$ cat src/rtl/fetch_sequencer.sv
// Two-byte instruction fetch sequencer: reads low then high byte at PC, PC+1 and strobes the IR.
// Optional watchdog enabled by defining FETCH_TIMEOUT_EN.
module fetch_sequencer #(
    parameter logic [15:0] PC_RESET = 16'h0000,
    parameter int          TIMEOUT  = 15
) (
    input  logic        Clock,
    input  logic        rst,
    input  logic        Start,
    input  logic        PCLoad,
    input  logic [15:0] PCIn,
    input  logic [7:0]  MemData,
    input  logic        MemReady,
    output logic [15:0] MemAddr,
    output logic        MemRead,
    output logic        IRWrite,
    output logic        IRLH,
    output logic [7:0]  IRData,
    output logic        Busy,
    output logic        Done,
    output logic        Fault
);

    typedef enum logic [1:0] {
        IDLE     = 2'd0,
        FETCH_LO = 2'd1,
        FETCH_HI = 2'd2,
        DONE     = 2'd3
    } state_t;

    state_t      state_q;
    logic [15:0] pc_q;
    logic [15:0] instr_addr_q;
    logic        busy_q;
    logic        done_q;

    if (TIMEOUT < 1) begin : g_timeout_range
        $error("fetch_sequencer: TIMEOUT must be at least 1");
    end

`ifdef FETCH_TIMEOUT_EN
    localparam int WAIT_W = $clog2(TIMEOUT + 1);
    logic [WAIT_W-1:0] wait_q;
    logic              fault_q;
`endif

    // Fetch FSM, PC, captured instruction address and registered strobes
    always_ff @(posedge Clock or negedge rst) begin
        if (!rst) begin
            state_q      <= IDLE;
            pc_q         <= PC_RESET;
            instr_addr_q <= PC_RESET;
            busy_q       <= 1'b0;
            done_q       <= 1'b0;
`ifdef FETCH_TIMEOUT_EN
            wait_q       <= '0;
            fault_q      <= 1'b0;
`endif
        end else begin
            case (state_q)
                IDLE, DONE: begin
                    done_q <= 1'b0;
                    if (Start) begin
                        state_q      <= FETCH_LO;
                        busy_q       <= 1'b1;
                        pc_q         <= PCLoad ? PCIn : pc_q;
                        instr_addr_q <= PCLoad ? PCIn : pc_q;
`ifdef FETCH_TIMEOUT_EN
                        wait_q       <= '0;
                        fault_q      <= 1'b0;
`endif
                    end else begin
                        state_q <= IDLE;
                        busy_q  <= 1'b0;
                        pc_q    <= PCLoad ? PCIn : pc_q;
                    end
                end
                FETCH_LO, FETCH_HI: begin
                    if (MemReady) begin
                        pc_q <= pc_q + 16'd1;
`ifdef FETCH_TIMEOUT_EN
                        wait_q <= '0;
`endif
                        if (state_q == FETCH_LO) begin
                            state_q <= FETCH_HI;
                        end else begin
                            state_q <= DONE;
                            busy_q  <= 1'b0;
                            done_q  <= 1'b1;
                        end
                    end else begin
`ifdef FETCH_TIMEOUT_EN
                        // Abandon the instruction and rewind PC so a retry refetches both bytes
                        if (wait_q == WAIT_W'(TIMEOUT - 1)) begin
                            state_q <= IDLE;
                            busy_q  <= 1'b0;
                            pc_q    <= instr_addr_q;
                            fault_q <= 1'b1;
                            wait_q  <= '0;
                        end else begin
                            wait_q <= wait_q + 1'b1;
                        end
`else
                        state_q <= state_q;
`endif
                    end
                end
                default: begin
                    state_q <= IDLE;
                    busy_q  <= 1'b0;
                    done_q  <= 1'b0;
                end
            endcase
        end
    end

    // Instruction-register write port, valid in the same cycle as the memory byte
    always_comb begin
        IRWrite = 1'b0;
        IRLH    = 1'b0;
        IRData  = 8'h00;
        if (MemReady && ((state_q == FETCH_LO) || (state_q == FETCH_HI))) begin
            IRWrite = 1'b1;
            IRLH    = (state_q == FETCH_HI);
            IRData  = MemData;
        end else begin
            IRWrite = 1'b0;
            IRLH    = 1'b0;
            IRData  = 8'h00;
        end
    end

    assign MemAddr = pc_q;
    assign MemRead = busy_q;
    assign Busy    = busy_q;
    assign Done    = done_q;

`ifdef FETCH_TIMEOUT_EN
    assign Fault = fault_q;
`else
    assign Fault = 1'b0;
`endif

endmodule

$ cat config.mk
export PLATFORM = sky130hd
export DESIGN_NAME = fetch_sequencer
export DESIGN_NICKNAME = d
export VERILOG_FILES = /design/src/rtl/fetch_sequencer.sv
export SDC_FILE = /design/constraint.sdc
export NUM_CORES = 1
export LEC_CHECK = 0
export CAP_MARGIN = 20
export CELL_PAD_IN_SITES_DETAIL_PLACEMENT = 2
export CELL_PAD_IN_SITES_GLOBAL_PLACEMENT = 2
export CORE_MARGIN = 5
export CORE_UTILIZATION = 38
export CTS_CLUSTER_SIZE = 25
export DETAILED_ROUTE_END_ITERATION = 10
export DONT_BUFFER_PORTS = 1
export GPL_ROUTABILITY_DRIVEN = 0
export GPL_TIMING_DRIVEN = 0
export PLACE_DENSITY_LB_ADDON = 0.1
export RECOVER_POWER = 25
export SLEW_MARGIN = 30
export SYNTH_ARGS = -nofsm -noshare
export SYNTH_HDL_FRONTEND = slang
export SYNTH_SLANG_ARGS = --single-unit
$ cat constraint.sdc
create_clock -name Clock -period 4.45 [get_ports Clock]
set_input_delay 0.89 -clock Clock [delete_from_list [all_inputs] [get_ports Clock]]
set_output_delay 0.89 -clock Clock [all_outputs]
set_load 0.05 [all_outputs]
# Word level (Yosys, flattened, before mapping)
# Index checks and enable logic that the tools add are counted.
totals:
  register_bits: 20
  out_inout_bits: 30
op_classes:
  n_mux: 17
  n_reduce_logical: 7
  n_eq_ne: 6
  add_sub_neg: 1
op_table:
  columns: ["cell", "count"]
  rows:
  - ["16-bit two-way mux", 2]
  - ["16-bit case mux with 2 select lines", 1]
  - ["16-bit by 1-bit adder with 16-bit output, second input constant", 1]
  - ["1-bit two-way mux", 9]
  - ["8-bit two-way mux", 1]
  - ["2-bit != test, second input constant", 3]
  - ["2-bit equality test, second input constant", 2]
  - ["1-bit case mux with 2 select lines", 2]
  - ["2-bit case mux with 2 select lines", 1]
  - ["2-bit AND reduction", 2]
  - ["2-bit OR reduction", 2]
  - ["2-bit by 1-bit equality test with 1-bit output, second input constant", 1]
  - ["2-bit zero test", 1]
  - ["2-bit two-way mux", 1]
  - ["1-bit logical AND", 1]
  - ["1-bit logical OR", 1]

# Depth between registers and ports, before layout
# Gate-level depths: netlist (run 1).
logic_depth:
  depth_word: 4
  depth_mapped: 7

# Least setup slack after synthesis (run 1)
# Ideal clock, no wire load.
synth_path:
  kind: "input to output"
  startpoint: "input MemReady"
  endpoint: "output IRData[0]"
  t_arrival_ns: 2.138
  slack_ns: 1.422
  stages: 3
  path_buffers: 1
  t_required_ns: 3.560
  path_cell_list: "nor2b_1 -> clkbuf_1 -> and2_1"
synth_between:
  elab_chain_len: 2
synth_rtl:
  columns: ["element", "line", "text"]
  rows:
  - ["start, declared", "13", "input logic MemReady,"]
  - ["1-bit logical AND", "122", "if (MemReady && ((state_q == FETCH_LO) || (state_q == FETCH_HI))) begin"]
  - ["8-bit two-way mux", "122", null]
  - ["end, declared", "18", "output logic [7:0] IRData,"]
# Every way passes these cells.

# Final worst setup path (run 1)
layout_path:
  startpoint: "register state_q[0]"
  endpoint: "output IRData[3]"
layout_between:
  elab_chain_len: 4
layout_rtl:
  columns: ["element", "line", "text"]
  rows:
  - ["start, declared", "31", "state_t state_q;"]
  - ["start signal, assigned", "104", "state_q <= state_q;"]
  - ["2-bit by 1-bit equality test with 1-bit output or 2-bit equality test (tied branches)", "122", null]
  - ["1-bit logical OR (*)", "122", null]
  - ["1-bit logical AND (*)", "122", null]
  - ["8-bit two-way mux (*)", "122", null]
# Mark *: on every way between the ends. The rest lies on a longest branch, timed or not.

==> results by group, run 1 <==
Outcome
  • Status: finished clean

STA
  • Post-route clock period utilization: 0.787
  • Slew headroom: 0.434
  • Worst Skew: 0.00124 ns
  • Setup violation total in the final timing report: 0
  • Crit path time final: 3.50 ns
  • Worst hold slack: 0.315 ns
  • Final TNS setup: 0 ns
  • Unrepaired setup endpoints after global routing: false
  • Max Slew Vio Count: 0
  • Endpoints failing hold: 0
  • Worst-Margin Slew: 0.850 ns
  • Fmax: 286 MHz

GRT
  • First-pass GRT wire length: 6910 um
  • GR Util All Layers: 0.171
  • Total gr overflow: 0
  • Initial antenna violation count: 0
  • Maximum number of pins on one net before global-route repair: 21
  • Vias in the first global route: 1360

Yosys
  • Synth cell types: 40
  • Top cells by count, synth: dfrtp_1 (20), mux2i_1 (17), nor2_1 (16)
  • Post-synth ARST share: 1.00
  • Area contributors post-synth: dfrtp_1 (35%), mux2i_1 (12%), nor2_1 (4.2%), and2_1 (3.9%), nand2_1 (3.9%)
  • Top cell type's share of synthesized area: 0.346
  • Largest area contributor in the netlist: dfrtp_1
  • Post-Syn Instances: 155
  • Post-synth net total: 188
  • Seq/Total Area, Yosys: 0.346
  • Synth Flop Type: dfrtp_1
  • Synth Register Bits: 20
  • Synth warn: 0
  • EDFF count, synth: 0
  • Post-synthesis cell area: 1450 sq um
  • Most frequent cell after synthesis: dfrtp_1
  • Syn Area/Cell: 9.33 sq um

Setup path
  • Setup CP Type: reg -> out
  • Max incr delay on CP: 0.67 ns
  • Worst reg-to-reg setup slack: 2.41 ns
  • CP cell instances: inv_1 -> ha_1 -> buf_2 -> nor2b_1 -> clkbuf_1 -> and2_1
  • Critical path's top delay family: buffers and inverters
  • CP Data Required Time: 3.56 ns
  • Critical Path Source Type: register
  • Slowest-stage cell, CP: clkbuf_1
  • Setup crit end kind: primary output
  • Critical Path AT: 2.61 ns
  • Critical path peak fanout: 10
  • WP buf/inv: 3

CTS
  • Clock root buffer: clkbuf_8
  • CTS tree: done
  • Post CTS Setup Buffer Count: 0
  • Clk Latency, worst-skew pair: 0.26 ns
  • Cts hold-fix bufs: 0
  • Max Root-Sink Buffers: 2
  • # resized after CTS: 0
  • CTS Sinks: 20
  • Total CTS buffers: 3
  • Htree depth: 1
  • Clock-pin slew on the worst setup and hold paths: 0.08 ns

Floorplanning
  • Die Span Y: 71.7 um
  • Die X: 71.7 um
  • Initial cell density of the core: 0.395
  • Core footprint: 3660 sq um
  • Row Count: 22
  • Die area: 5140 sq um
  • IO Pins: 59

Cells and area
  • Antenna Diode Count: 0
  • Fill cells: 417
  • Layout cell share with drive strength beyond 1: 0.139
  • P&R area growth vs syn: 7.01%
  • Nets: 193

Flow run
  • Max Cap Viol: 0

Drt
  • Vias per std cell: 5.57
  • WL final: 4160 um
  • DR vias: 1148
  • TritonRoute pass-1 iters: 4
  • Drt initial violations: 37
  • DRC viols: 0
  • Drt wl/cell: 20.2 um
  • Antenna Violating Nets Remaining: 0

Placed design
  • Hpwl dp: 3190 um
  • PortBufs: 0

Min path
  • Hold Crit Class: in -> async
area by class of cell:
cell class / instances / area (sq um) / share of cell area
multi-input cells: 120 / 872 / 0.563
flip-flops and latches: 20 / 500 / 0.323
well taps: 48 / 60.1 / 0.0388
plain buffers: 11 / 58.8 / 0.0380
clock buffers: 3 / 41.3 / 0.0267
inverters: 4 / 15.0 / 0.00970
cells in the final DEF (no fill, tap or decap), types with 2 or more instances in the layout:
cell       n
inv_1      4
nand2_1   15
and2_1     9
nor4_2     2
xnor2_1    6
buf_4      3
clkbuf_1   2
and3_1     3
nand4_1    2
nor2_1    16
mux2_2     3
nor2b_1    3
dfrtp_1   20
a311oi_1   2
o21ai_1    2
nand3_1    2
mux2i_1   17
buf_2      5
clkbuf_8   3
ha_1       4
nor3_1     2
o21ai_0    6
nor3_4     2
a21oi_1    8
registers in the layout (all words and copies together), names as in the netlist:
name	count
Busy	1
Done	1
state_q	2
MemAddr	16
stage by stage:
stage,area (sq um),setup slack [ns],instances,utilization
finish,1550,0.949,206,0.423
global route,1550,0.746,206,0.423
CTS,1550,0.915,206,0.423
detailed placement,1510,1.21,203,0.411
global placement,1510,1.27,203,0.411
floorplan,1450,1.42,155,-
metal layers:
| layer | global-route usage | share of wire | vias up |
|---|---|---|---|
| met2 | 0.316 | 0.51 | 38 |
| met5 | 0 | 0 | - |
| met4 | 0.0188 | 0.0024 | 0 |
| met3 | 0.0589 | 0.082 | 2 |
| li1 | - | - | 548 |
| met1 | 0.195 | 0.41 | 560 |
worst paths after layout:
| check | startpoint | endpoint | cells after the start |
|---|---|---|---|
| setup / recovery | state_q[0] | IRData[3] | 6 |
| hold / removal | rst | MemAddr[10] | 0 |
| setup reg to reg | MemAddr[4] | MemAddr[11] | 4 |
| hold reg to reg | state_q[1] | state_q[1] | 2 |
| max in group asynchronous | rst | MemAddr[6] | 0 |
| min in group Clock | state_q[1] | state_q[1] | 2 |
logic make-up (layout without fill, tap and decap cells):
| kind of cell | count (synthesis) | count (layout) | share of synthesized area |
|---|---|---|---|
| other | 1 | 1 | 0.00259 |
| buffers and inverters | 15 | 18 | 0.0510 |
| adders and majority gates | 4 | 4 | 0.0346 |
| AOI/OAI and AO/OA | 27 | 27 | 0.126 |
| DFF | 20 | 20 | 0.346 |
| and+or+nand+nor | 60 | 60 | 0.248 |
| xor gates and xnor gates | 7 | 7 | 0.0424 |
| muxes | 21 | 21 | 0.149 |
Power of run 1 is not shown: default switching activity piles up to over one toggle a cycle in this logic, so the estimate is an artifact.
==> run 2, diff against run 1 <==
--- a/config.mk
+++ b/config.mk
@@ -9,7 +9,7 @@
 export CELL_PAD_IN_SITES_DETAIL_PLACEMENT = 2
 export CELL_PAD_IN_SITES_GLOBAL_PLACEMENT = 2
 export CORE_MARGIN = 5
-export CORE_UTILIZATION = 38
+export CORE_UTILIZATION = 36
 export CTS_CLUSTER_SIZE = 25
 export DETAILED_ROUTE_END_ITERATION = 10
 export DONT_BUFFER_PORTS = 1
==> constraint.sdc (replaced) <==
create_clock -name Clock -period 3.5 [get_ports Clock]
set_input_delay 0.7 -clock Clock [delete_from_list [all_inputs] [get_ports Clock]]
set_output_delay 0.7 -clock Clock [all_outputs]
set_load 0.05 [all_outputs]
==> results by group, run 2 (synthesized netlist as in run 1, its figures left out) <==
Outcome
  • Status: finished clean (unchanged)

Flow run
  • Max Cap Viol: 0 (unchanged)

Setup path
  • WP buf/inv: 3 (unchanged)
  • R2R depth: 4 (unchanged)
  • Critical path depth in cells: 6 (unchanged)
  • Worst reg-to-reg setup slack: 1.46 ns (was 2.41 ns)
  • R2R Path Start: MemAddr[4] (unchanged)
  • Setup CP Type: reg -> out (unchanged)
  • CP Data Required Time: 2.80 ns (was 3.56 ns)
  • Critical Path Source Type: register (unchanged)
  • Critical path peak fanout: 10 (unchanged)
  • Max incr delay on CP: 0.52 ns (was 0.67 ns)
  • Reg2reg end: MemAddr[11] (unchanged)
  • Slowest-stage cell, CP: and2_1 (was clkbuf_1)
  • Critical path origin: state_q[0] (unchanged)
  • Critical path's top delay family: simple AND/OR/NAND/NOR gates (was buffers and inverters)
  • Setup crit end kind: primary output (unchanged)
  • CP cell instances: inv_1 -> ha_1 -> buf_2 -> nor2b_1 -> clkbuf_2 -> and2_1 (was inv_1 -> ha_1 -> buf_2 -> nor2b_1 -> clkbuf_1 -> and2_1)
  • Critical Path AT: 2.39 ns (was 2.61 ns)
  • CP Capture Point: IRData[5] (was IRData[3])

Floorplanning
  • Die X: 73.4 um (was 71.7 um)
  • Die area: 5390 sq um (was 5140 sq um)
  • IO Pins: 59 (unchanged)
  • Die Span Y: 73.4 um (was 71.7 um)
  • Initial cell density of the core: 0.367 (was 0.395)
  • Core footprint: 3940 sq um (was 3660 sq um)
  • Row Count: 23 (was 22)

GRT
  • GR Util All Layers: 0.163 (was 0.171)
  • Maximum number of pins on one net before global-route repair: 21 (unchanged)
  • Vias in the first global route: 1319 (was 1360)
  • First-pass GRT wire length: 6760 um (was 6910 um)
  • Initial antenna violation count: 0 (unchanged)
  • Total gr overflow: 0 (unchanged)

Drt
  • DR vias: 1151 (was 1148)
  • Vias per std cell: 5.53 (was 5.57)
  • TritonRoute pass-1 iters: 4 (unchanged)
  • DRC viols: 0 (unchanged)
  • Drt initial violations: 44 (was 37)
  • Antenna Violating Nets Remaining: 0 (unchanged)
  • Drt wl/cell: 20.5 um (was 20.2 um)
  • WL final: 4260 um (was 4160 um)

STA
  • Final TNS setup: 0 ns (unchanged)
  • Setup violation total in the final timing report: 0 (unchanged)
  • Crit path time final: 3.09 ns
  • Worst-Margin Slew: 0.656 ns (was 0.850 ns)
  • Slew headroom: 0.562 (was 0.434)
  • Unrepaired setup endpoints after global routing: false (unchanged)
  • Post-route clock period utilization: 0.883
  • Endpoints failing hold: 0 (unchanged)
  • Fmax: 324 MHz
  • Worst Skew: 0.00139 ns (was 0.00124 ns)
  • Max Slew Vio Count: 0 (unchanged)

CTS
  • Clock-pin slew on the worst setup and hold paths: 0.08 ns (about the same)
  • CTS tree: done (unchanged)
  • Post CTS Setup Buffer Count: 0 (unchanged)
  • Clock root buffer: clkbuf_8 (unchanged)
  • CTS Sinks: 20 (unchanged)
  • Max Root-Sink Buffers: 2 (unchanged)
  • Htree depth: 1 (unchanged)
  • Total CTS buffers: 3 (unchanged)
  • Clk Latency, worst-skew pair: 0.26 ns (about the same)

Min path
  • Hold Crit Class: in -> async (unchanged)

Cells and area
  • Layout cell share with drive strength beyond 1: 0.146 (was 0.139)
  • P&R area growth vs syn: 7.27% (was 7.01%)
  • Commonest non-fill, non-tap cell in the layout: dfrtp_1 (unchanged)
  • Commonest non-fill, non-tap cells in the layout: dfrtp_1 (20), mux2i_1 (17), nor2_1 (16) (unchanged)
  • Antenna Diode Count: 0 (unchanged)
  • Max FFs per register: 16 (unchanged)
  • Nets: 193 (unchanged)

Placed design
  • PortBufs: 0 (unchanged)
  • Hpwl dp: 3250 um (was 3190 um)
==> run 2: cell counts in the layout (fill, tap and decap cells not counted) <==
No cell type changed its count.
==> run 2: area by class of cell <==
cell class / instances / area (sq um)
fill: 432 / 2390
multi-input combinational: 120 / 872
sequential: 20 / 500
tap: 50 / 62.6
buffer: 11 / 60.1
clock buffer: 3 / 41.3
inverter: 4 / 15.0
==> run 2: through the flow <==
stage | hold WS [ns] | area (sq um) | setup WS, ns | utilization | cells
2_1_floorplan | 0.404 | 1450 | 0.694 | - | 155
3_3_place_gp | 0.405 | 1510 | 0.470 | 0.383 | 205
3_5_place_dp | 0.405 | 1510 | 0.419 | 0.383 | 205
4_1_cts | 0.112 | 1550 | 0.0562 | 0.393 | 208
5_1_grt | 0.103 | 1550 | 0.314 | 0.394 | 208
6_report | 0.120 | 1550 | 0.410 | 0.394 | 208
==> run 2: repair_timing <==
item	4_1_cts	5_1_grt
resized for setup	0	3
endpoints found under the setup margin	0	8
hold buffers	0	0
==> run 2: how the worst min path moves through the flow <==
stage	startpoint	to
final	rst	Done
after global routing	rst	Busy
after CTS	rst	Done
after detailed placement	rst	MemAddr[13]
after global placement	rst	MemAddr[13]
after floorplan	rst	Busy
==> run 2: worst register-to-register path, delay by kind of cell (launching register included) <==
kind             cells  cell delay [ns]
flip-flops           1             0.77
AND/OR/NAND/NOR      2             0.60
AO/OA/AOI/OAI        1             0.23
multiplexers         1             0.34
==> run 2: per-layer routing <==
metal	global-route usage	share of wire
met1	0.190	0.41
met2	0.302	0.51
met3	0.0410	0.069
met4	0.0302	0.0080
met5	0	0
Power of run 2 is left out for the same reason.
